--- src/rtl/psum_bank_scheduler.sv ---
// Partial-sum bank manager: allocates small/big psum banks per stage, steers write/read
// bank and address for every beat across reduction passes, and retains the result bank.
module psum_bank_scheduler #(
  parameter int SMALL_BANK_COUNT   = 3,
  parameter int BIG_BANK_COUNT     = 3,
  parameter int SMALL_THRESHOLD    = 16,
  parameter int ADDR_WIDTH         = 8,
  parameter int GPR_WIDTH          = 6,
  localparam int TOTAL_BANK_COUNT  = SMALL_BANK_COUNT + BIG_BANK_COUNT,
  localparam int BANK_INDEX_WIDTH  = $clog2(TOTAL_BANK_COUNT)
) (
  input  logic                        clk_i,
  input  logic                        reset_ni,
  input  logic                        stage_valid_i,
  output logic                        stage_ready_o,
  input  logic [ADDR_WIDTH-1:0]       seq1_length_i,
  input  logic [GPR_WIDTH-1:0]        seq2_length_i,
  input  logic [GPR_WIDTH-1:0]        operation_id_i,
  input  logic                        acc_mode_i,
  input  logic                        write_enable_i,
  output logic [BANK_INDEX_WIDTH-1:0] write_bank_index_o,
  output logic [ADDR_WIDTH-1:0]       write_address_o,
  output logic [BANK_INDEX_WIDTH-1:0] read_bank_index_o,
  output logic [ADDR_WIDTH-1:0]       read_address_o,
  output logic                        read_bank_valid_o,
  output logic                        stall_o,
  output logic                        busy_o,
  output logic                        done_valid_o,
  output logic [GPR_WIDTH-1:0]        done_op_id_o,
  output logic [BANK_INDEX_WIDTH-1:0] done_bank_index_o,
  input  logic                        release_valid_i,
  input  logic [BANK_INDEX_WIDTH-1:0] release_bank_index_i,
  output logic [TOTAL_BANK_COUNT-1:0] bank_busy_o
);

  localparam int LEN_W = ADDR_WIDTH + 1;

  typedef enum logic [2:0] {
    ST_IDLE  = 3'd0,
    ST_ALLOC = 3'd1,
    ST_PASS  = 3'd2,
    ST_TURN  = 3'd3,
    ST_DONE  = 3'd4
  } state_t;

  state_t                       state_q;
  logic [LEN_W-1:0]             len_q;
  logic [LEN_W-1:0]             beat_cnt_q;
  logic [GPR_WIDTH-1:0]         passes_q;
  logic [GPR_WIDTH-1:0]         pass_cnt_q;
  logic [GPR_WIDTH-1:0]         op_id_q;
  logic                         mode_q;
  logic                         big_q;
  logic [TOTAL_BANK_COUNT-1:0]  bank_busy_q, bank_busy_d;
  logic [TOTAL_BANK_COUNT-1:0]  active_q, active_d;
  logic [GPR_WIDTH-1:0]         tag_q [TOTAL_BANK_COUNT];
  logic [BANK_INDEX_WIDTH-1:0]  write_bank_q;
  logic [BANK_INDEX_WIDTH-1:0]  read_bank_q;
  logic [ADDR_WIDTH-1:0]        write_address_q;
  logic                         read_bank_valid_q;
  logic                         stall_q;
  logic                         done_valid_q;
  logic [GPR_WIDTH-1:0]         done_op_id_q;
  logic [BANK_INDEX_WIDTH-1:0]  done_bank_q;

  logic [TOTAL_BANK_COUNT-1:0]  free_mask;
  logic                         small_found, big_found, sel_found;
  logic [BANK_INDEX_WIDTH-1:0]  small_idx, big_idx, sel_idx;
  logic                         class_single;
  logic                         inplace_turn;
  logic                         last_beat, last_pass;
  logic                         alloc_go, free_read, release_ok;

  generate
    for (genvar gi = 0; gi < TOTAL_BANK_COUNT; gi++) begin : g_free
      assign free_mask[gi] = ~bank_busy_q[gi];
    end
  endgenerate

  // Descending scan so the lowest free index of each class wins.
  always_comb begin
    small_found = 1'b0;
    small_idx   = '0;
    big_found   = 1'b0;
    big_idx     = '0;
    for (int i = SMALL_BANK_COUNT - 1; i >= 0; i--) begin
      if (free_mask[i]) begin
        small_found = 1'b1;
        small_idx   = BANK_INDEX_WIDTH'(i);
      end
    end
    for (int i = TOTAL_BANK_COUNT - 1; i >= SMALL_BANK_COUNT; i--) begin
      if (free_mask[i]) begin
        big_found = 1'b1;
        big_idx   = BANK_INDEX_WIDTH'(i);
      end
    end
  end

  assign sel_found    = big_q ? big_found : small_found;
  assign sel_idx      = big_q ? big_idx : small_idx;
  assign class_single = big_q ? (BIG_BANK_COUNT == 1) : (SMALL_BANK_COUNT == 1);
  assign inplace_turn = mode_q | class_single;
  assign last_beat    = (beat_cnt_q + LEN_W'(1)) == len_q;
  assign last_pass    = (pass_cnt_q + GPR_WIDTH'(1)) == passes_q;

  assign alloc_go   = ((state_q == ST_ALLOC) || (state_q == ST_TURN && !inplace_turn)) && sel_found;
  assign free_read  = (state_q == ST_PASS) && write_enable_i && last_beat && !mode_q &&
                      read_bank_valid_q && (read_bank_q != write_bank_q);
  assign release_ok = release_valid_i &&
                      (int'(release_bank_index_i) < TOTAL_BANK_COUNT) &&
                      bank_busy_q[release_bank_index_i] && !active_q[release_bank_index_i];

  // Banks held by the running stage are protected from release until it leaves DONE.
  always_comb begin
    bank_busy_d = bank_busy_q;
    active_d    = active_q;
    if (release_ok) begin
      bank_busy_d[release_bank_index_i] = 1'b0;
    end
    if (alloc_go) begin
      bank_busy_d[sel_idx] = 1'b1;
      active_d[sel_idx]    = 1'b1;
    end
    if (free_read) begin
      bank_busy_d[read_bank_q] = 1'b0;
      active_d[read_bank_q]    = 1'b0;
    end
    if (state_q == ST_DONE) begin
      active_d = '0;
    end
  end

  always_ff @(posedge clk_i or negedge reset_ni) begin
    if (!reset_ni) begin
      state_q           <= ST_IDLE;
      len_q             <= '0;
      beat_cnt_q        <= '0;
      passes_q          <= '0;
      pass_cnt_q        <= '0;
      op_id_q           <= '0;
      mode_q            <= 1'b0;
      big_q             <= 1'b0;
      bank_busy_q       <= '0;
      active_q          <= '0;
      for (int i = 0; i < TOTAL_BANK_COUNT; i++) tag_q[i] <= '0;
      write_bank_q      <= '0;
      read_bank_q       <= '0;
      write_address_q   <= '0;
      read_bank_valid_q <= 1'b0;
      stall_q           <= 1'b0;
      done_valid_q      <= 1'b0;
      done_op_id_q      <= '0;
      done_bank_q       <= '0;
    end else begin
      bank_busy_q  <= bank_busy_d;
      active_q     <= active_d;
      done_valid_q <= 1'b0;
      if (alloc_go) begin
        tag_q[sel_idx] <= op_id_q;
      end
      case (state_q)
        ST_IDLE: begin
          if (stage_valid_i) begin
            len_q    <= (seq1_length_i == '0) ? {1'b1, {ADDR_WIDTH{1'b0}}} : {1'b0, seq1_length_i};
            big_q    <= (seq1_length_i == '0) || (int'(seq1_length_i) >= SMALL_THRESHOLD);
            passes_q <= (seq2_length_i == '0) ? GPR_WIDTH'(1) : seq2_length_i;
            op_id_q  <= operation_id_i;
            mode_q   <= acc_mode_i;
            stall_q  <= 1'b1;
            state_q  <= ST_ALLOC;
          end
        end
        ST_ALLOC: begin
          if (sel_found) begin
            write_bank_q      <= sel_idx;
            write_address_q   <= '0;
            beat_cnt_q        <= '0;
            pass_cnt_q        <= '0;
            read_bank_valid_q <= 1'b0;
            stall_q           <= 1'b0;
            state_q           <= ST_PASS;
          end
        end
        ST_PASS: begin
          if (write_enable_i) begin
            if (last_beat) begin
              write_address_q <= '0;
              beat_cnt_q      <= '0;
              if (last_pass) begin
                done_valid_q      <= 1'b1;
                done_op_id_q      <= tag_q[write_bank_q];
                done_bank_q       <= write_bank_q;
                read_bank_valid_q <= 1'b0;
                state_q           <= ST_DONE;
              end else begin
                pass_cnt_q <= pass_cnt_q + GPR_WIDTH'(1);
                stall_q    <= 1'b1;
                state_q    <= ST_TURN;
              end
            end else begin
              write_address_q <= write_address_q + ADDR_WIDTH'(1);
              beat_cnt_q      <= beat_cnt_q + LEN_W'(1);
            end
          end
        end
        ST_TURN: begin
          write_address_q <= '0;
          if (inplace_turn) begin
            read_bank_q       <= write_bank_q;
            read_bank_valid_q <= 1'b1;
            stall_q           <= 1'b0;
            state_q           <= ST_PASS;
          end else if (sel_found) begin
            read_bank_q       <= write_bank_q;
            write_bank_q      <= sel_idx;
            read_bank_valid_q <= 1'b1;
            stall_q           <= 1'b0;
            state_q           <= ST_PASS;
          end
        end
        ST_DONE: begin
          state_q <= ST_IDLE;
        end
        default: begin
          state_q <= ST_IDLE;
        end
      endcase
    end
  end

  assign stage_ready_o      = (state_q == ST_IDLE);
  assign busy_o             = (state_q != ST_IDLE);
  assign write_bank_index_o = write_bank_q;
  assign write_address_o    = write_address_q;
  assign read_bank_index_o  = read_bank_q;
  assign read_address_o     = write_address_q;
  assign read_bank_valid_o  = read_bank_valid_q;
  assign stall_o            = stall_q;
  assign done_valid_o       = done_valid_q;
  assign done_op_id_o       = done_op_id_q;
  assign done_bank_index_o  = done_bank_q;
  assign bank_busy_o        = bank_busy_q;

endmodule

--- config.mk ---
export PLATFORM = sky130hd
export DESIGN_NAME = psum_bank_scheduler
export DESIGN_NICKNAME = d
export VERILOG_FILES = /design/src/rtl/psum_bank_scheduler.sv
export SDC_FILE = /design/constraint.sdc
export NUM_CORES = 1
export LEC_CHECK = 0
export BUFFER_PORTS_ARGS = -buffer_cell sky130_fd_sc_hd__buf_2
export CAP_MARGIN = 20
export CORE_MARGIN = 2
export CORE_UTILIZATION = 53
export CTS_CLUSTER_SIZE = 25
export DETAILED_ROUTE_END_ITERATION = 16
export PLACE_DENSITY_LB_ADDON = 0.25
export SYNTH_ARGS = -nofsm -noshare
export SYNTH_HDL_FRONTEND = slang
export SYNTH_SLANG_ARGS = --single-unit
--- constraint.sdc ---
create_clock -name clk_i -period 2.9 [get_ports clk_i]
set_clock_uncertainty 0.2 [all_clocks]
set_input_delay 0.435 -clock clk_i [delete_from_list [all_inputs] [get_ports clk_i]]
set_output_delay 0.435 -clock clk_i [all_outputs]
set_load 0.05 [all_outputs]
==> results.cfg <==
[routing]
antenna_left = 0
drt-pass1-iter-count = 5
route.vias.total = 4832
drt-total-wl_mm = 14.3
via_per_inst = 5.85
wl_per_cell_um = 17.3
post-route-drc-count = 0
initialDrtViolationCount = 309

[finish]
area.growth.synth_to_final_pct = 25.9
antenna-diode-count = 0
layout_net_count = 705
layout.cells.most_common_list = 114 x sky130_fd_sc_hd__dfrtp_1, 95 x sky130_fd_sc_hd__nand2_1, 69 x sky130_fd_sc_hd__buf_2
final_core_util_pct = 67.9
most_common_cell_after_layout_fill_and_taps_aside = sky130_fd_sc_hd__dfrtp_1
share_of_cells_above_drive_strength_1_pct = 30.2

[power]
p_comb_share_pct = 15.5
net-switching-power_mw = 1.33
pwr_density_cell_nw_per_um2 = 629
internal-power_mw = 3.28
clock_power_share_pct = 46.4
power.total_mw = 4.61
seq_power_share_pct = 38.1
static-leakage-power_nw = 3.50
power_switching_share_pct = 28.9
vdd_ir_drop_max_uv = 569

[sta]
period_share_pct = 96.0
final-hold-violation-count = 0
worstMarginPinSlew_ps = 522
setup_viol = 0
unrepaired_setup_endpoints_after_global_routing = no
final-max-slew-violation-count = 0
setup_ws_ps = 115
holdWs_ps = 103
timing.slew.headroom_pct = 64.7
period_needed_ps = 2790
fmax_mhz = 359

[worst_setup_path]
required_ps = 3110
type_of_the_worst_setup_path = reg -> reg
critical_path.max_fanout = 10
r2r_cells = 8
worstPathArrival_ps = 2990
regToRegSetupSlack_ps = 110
timing.critical_path.from = beat_cnt_q[0]$_DFFE_PN0P_
worst_setup_path_end_kind = flop
critical_path_end = done_op_id_o[4]$_DFFE_PN0P_
critPathLaunchType = flop
timing.rr.end = done_op_id_o[4]$_DFFE_PN0P_
worst_r2r_startpoint = beat_cnt_q[0]$_DFFE_PN0P_

[synthesis]
async_flop_share_pct = 100
synth_compound_area_share_pct = 11.3
combinational_family_with_the_most_area_after_synthesis = simple AND/OR/NAND/NOR gates
synth_seq_area_share_pct = 49.5
yosys-mux-area-fraction_pct = 13.6
synth.ff_latch_count = 115
syn-mean-instance-area_um2 = 10.3
synth.yosys.warnings = 0
fraction_of_the_mapped_netlist_area_in_adder_cells_pct = 0.645
synth_enable_flop_cells = 0
netlist_instances = 563
synth_xor_area_share_pct = 3.61
synthesis.nets = 595
postSynth.topFlopCell = sky130_fd_sc_hd__dfrtp_1
synth_area_um2 = 5820
basic_gate_share_of_the_synthesized_area_counting_and_or_nand_and_nor_cells_pct = 17.5
synth.lib_cells_used.distinct = 56

[die]
core_area_um2 = 10800
top_level_ports = 71
die_x_um = 109
dieHeight_um = 109
row_count = 38
initial_utilization_pct = 53.9
die_area_um2 = 11800

[placed_design]
globalplace.congestion = 0.871
place_ws_ps = -6.83
place_hpwl_mm = 9.48
port-buffer-count = 70

[global_route]
gr-usage-met2_pct = 43.1
gr-max-usage-layer = met2
antenna_violations_before_repair = 0
grt_overflow_total = 0
grt_max_degree = 77
grt.met1_usage_pct = 33.3
grt_first_pass_wirelength_mm = 23.6
grt_usage_pct = 25.9
grtUsageMet3_pct = 4.72
number_of_global_route_vias_before_repair = 4929

[cts]
tritoncts = done
ctsHtreeMaxLevel = 4
cts.sinks = 115
cts_inserted_buffers = 17
worst_skew_pair_later_pin_latency_ps = 520
post-cts-setup-buffers = 0
max-clock-path-buffers = 2
clkTransAtPathRegs_ps = 60
ctsRootBufferMaster = sky130_fd_sc_hd__clkbuf_8

[hold_path]
hold_path.class = in -> reg

[flow_run]
maxCapViolCount = 0

[status]
status = finished clean
synth_stat cells (9+ instances only):
master / number / area [µm²]
sky130_fd_sc_hd__o21ai_0: 27 / 135
sky130_fd_sc_hd__inv_1: 18 / 67.6
sky130_fd_sc_hd__buf_4: 10 / 75.1
sky130_fd_sc_hd__a21oi_1: 22 / 110
sky130_fd_sc_hd__nand3_1: 19 / 95.1
sky130_fd_sc_hd__mux2_2: 48 / 541
sky130_fd_sc_hd__mux2i_1: 9 / 90.1
sky130_fd_sc_hd__a31oi_1: 9 / 56.3
sky130_fd_sc_hd__nand2_1: 96 / 360
sky130_fd_sc_hd__xnor2_1: 11 / 96.3
sky130_fd_sc_hd__nor3_1: 12 / 60.1
sky130_fd_sc_hd__nor2_1: 24 / 90.1
sky130_fd_sc_hd__clkbuf_1: 17 / 63.8
sky130_fd_sc_hd__xor2_1: 13 / 114
sky130_fd_sc_hd__dfrtp_1: 115 / 2880
through the flow:
| step | cell area [µm²] | instances | setup TNS (ps) |
|---|---|---|---|
| final | 7330 | 826 | 0 |
| after global placement | 6440 | 771 | 0 |
| after CTS | 7280 | 826 | 0 |
| after global routing | 7330 | 826 | 0 |
| after floorplan | 5820 | 563 | 0 |
| after detailed placement | 6440 | 771 | -13.3 |
cell type report:
cell class / instances / area, µm²
fillers: 802 / 3470
clock buffers: 19 / 442
well taps: 140 / 175
repair buffers: 123 / 833
multi-input cells: 398 / 2760
inverters: 18 / 67.6
clock inverters: 13 / 171
flip-flops and latches: 115 / 2880
kinds of logic (layout without fill, tap and decap cells):
logic type	count (synthesis)	count (layout)
xor gates and xnor gates	24	24
adders and majority gates	3	3
AOI/OAI and AO/OA	102	102
muxes	64	64
buffers and inverters	50	173
and+or+nand+nor	205	205
DFF	115	115
how the worst min path moves through the flow:
stage                          start                  endpoint  slack [ps]  cells past startpoint
2_1_floorplan               reset_ni     active_q[0]$_DFF_PN0_         -60                      0
3_3_place_gp   tag_q[13]$_DFFE_PN0P_     tag_q[13]$_DFFE_PN0P_         280                      1
3_5_place_dp    len_q[1]$_DFFE_PN0P_      len_q[1]$_DFFE_PN0P_         280                      2
4_1_cts              release_valid_i  bank_busy_o[2]$_DFF_PN0_          80                      4
5_1_grt              release_valid_i  bank_busy_o[2]$_DFF_PN0_         140                      4
6_report             release_valid_i  bank_busy_o[2]$_DFF_PN0_         100                      4
flip-flops by register name, indices dropped and copies added (netlist names), 6 cells and up:
signal / cells
tag_q: 36
beat_cnt_q: 9
len_q: 9
read_address_o: 8
active_q: 6
bank_busy_o: 6
done_op_id_o: 6
op_id_q: 6
pass_cnt_q: 6
passes_q: 6
power by group through the flow:
stage	clock network, mW	logic [mW]	registers, mW
2_1_floorplan	0	0.409	1.88
4_1_cts	2.16	0.704	1.75
6_report	2.14	0.712	1.75
3_5_place_dp	0	0.677	1.78
5_1_grt	2.24	0.766	1.77
3_3_place_gp	0	0.669	1.77
routing by layer:
metal / wire [µm] / up-vias
li1: - / 2238
met1: 6300 / 2430
met2: 7060 / 132
met3: 581 / 32
met4: 337 / 0
met5: 0 / -
what timing repair did:
item,4_1_cts,5_1_grt
setup endpoints to repair,9,30
hold endpoints to repair,137,0
gates resized for setup,1,8
pin swaps,0,3
hold buffers,23,0
critical path, stage by stage (launching register included):
cell and delay (ps):
sky130_fd_sc_hd__dfrtp_1 450, sky130_fd_sc_hd__nand3_4 80, sky130_fd_sc_hd__or3_1 370, sky130_fd_sc_hd__a2111o_1 450, sky130_fd_sc_hd__a211oi_4 290, sky130_fd_sc_hd__nand2_4 100, sky130_fd_sc_hd__nor3_4 210, sky130_fd_sc_hd__buf_12 160
sky130_fd_sc_hd__mux2_2 340
(Power assumes the default switching activity.)
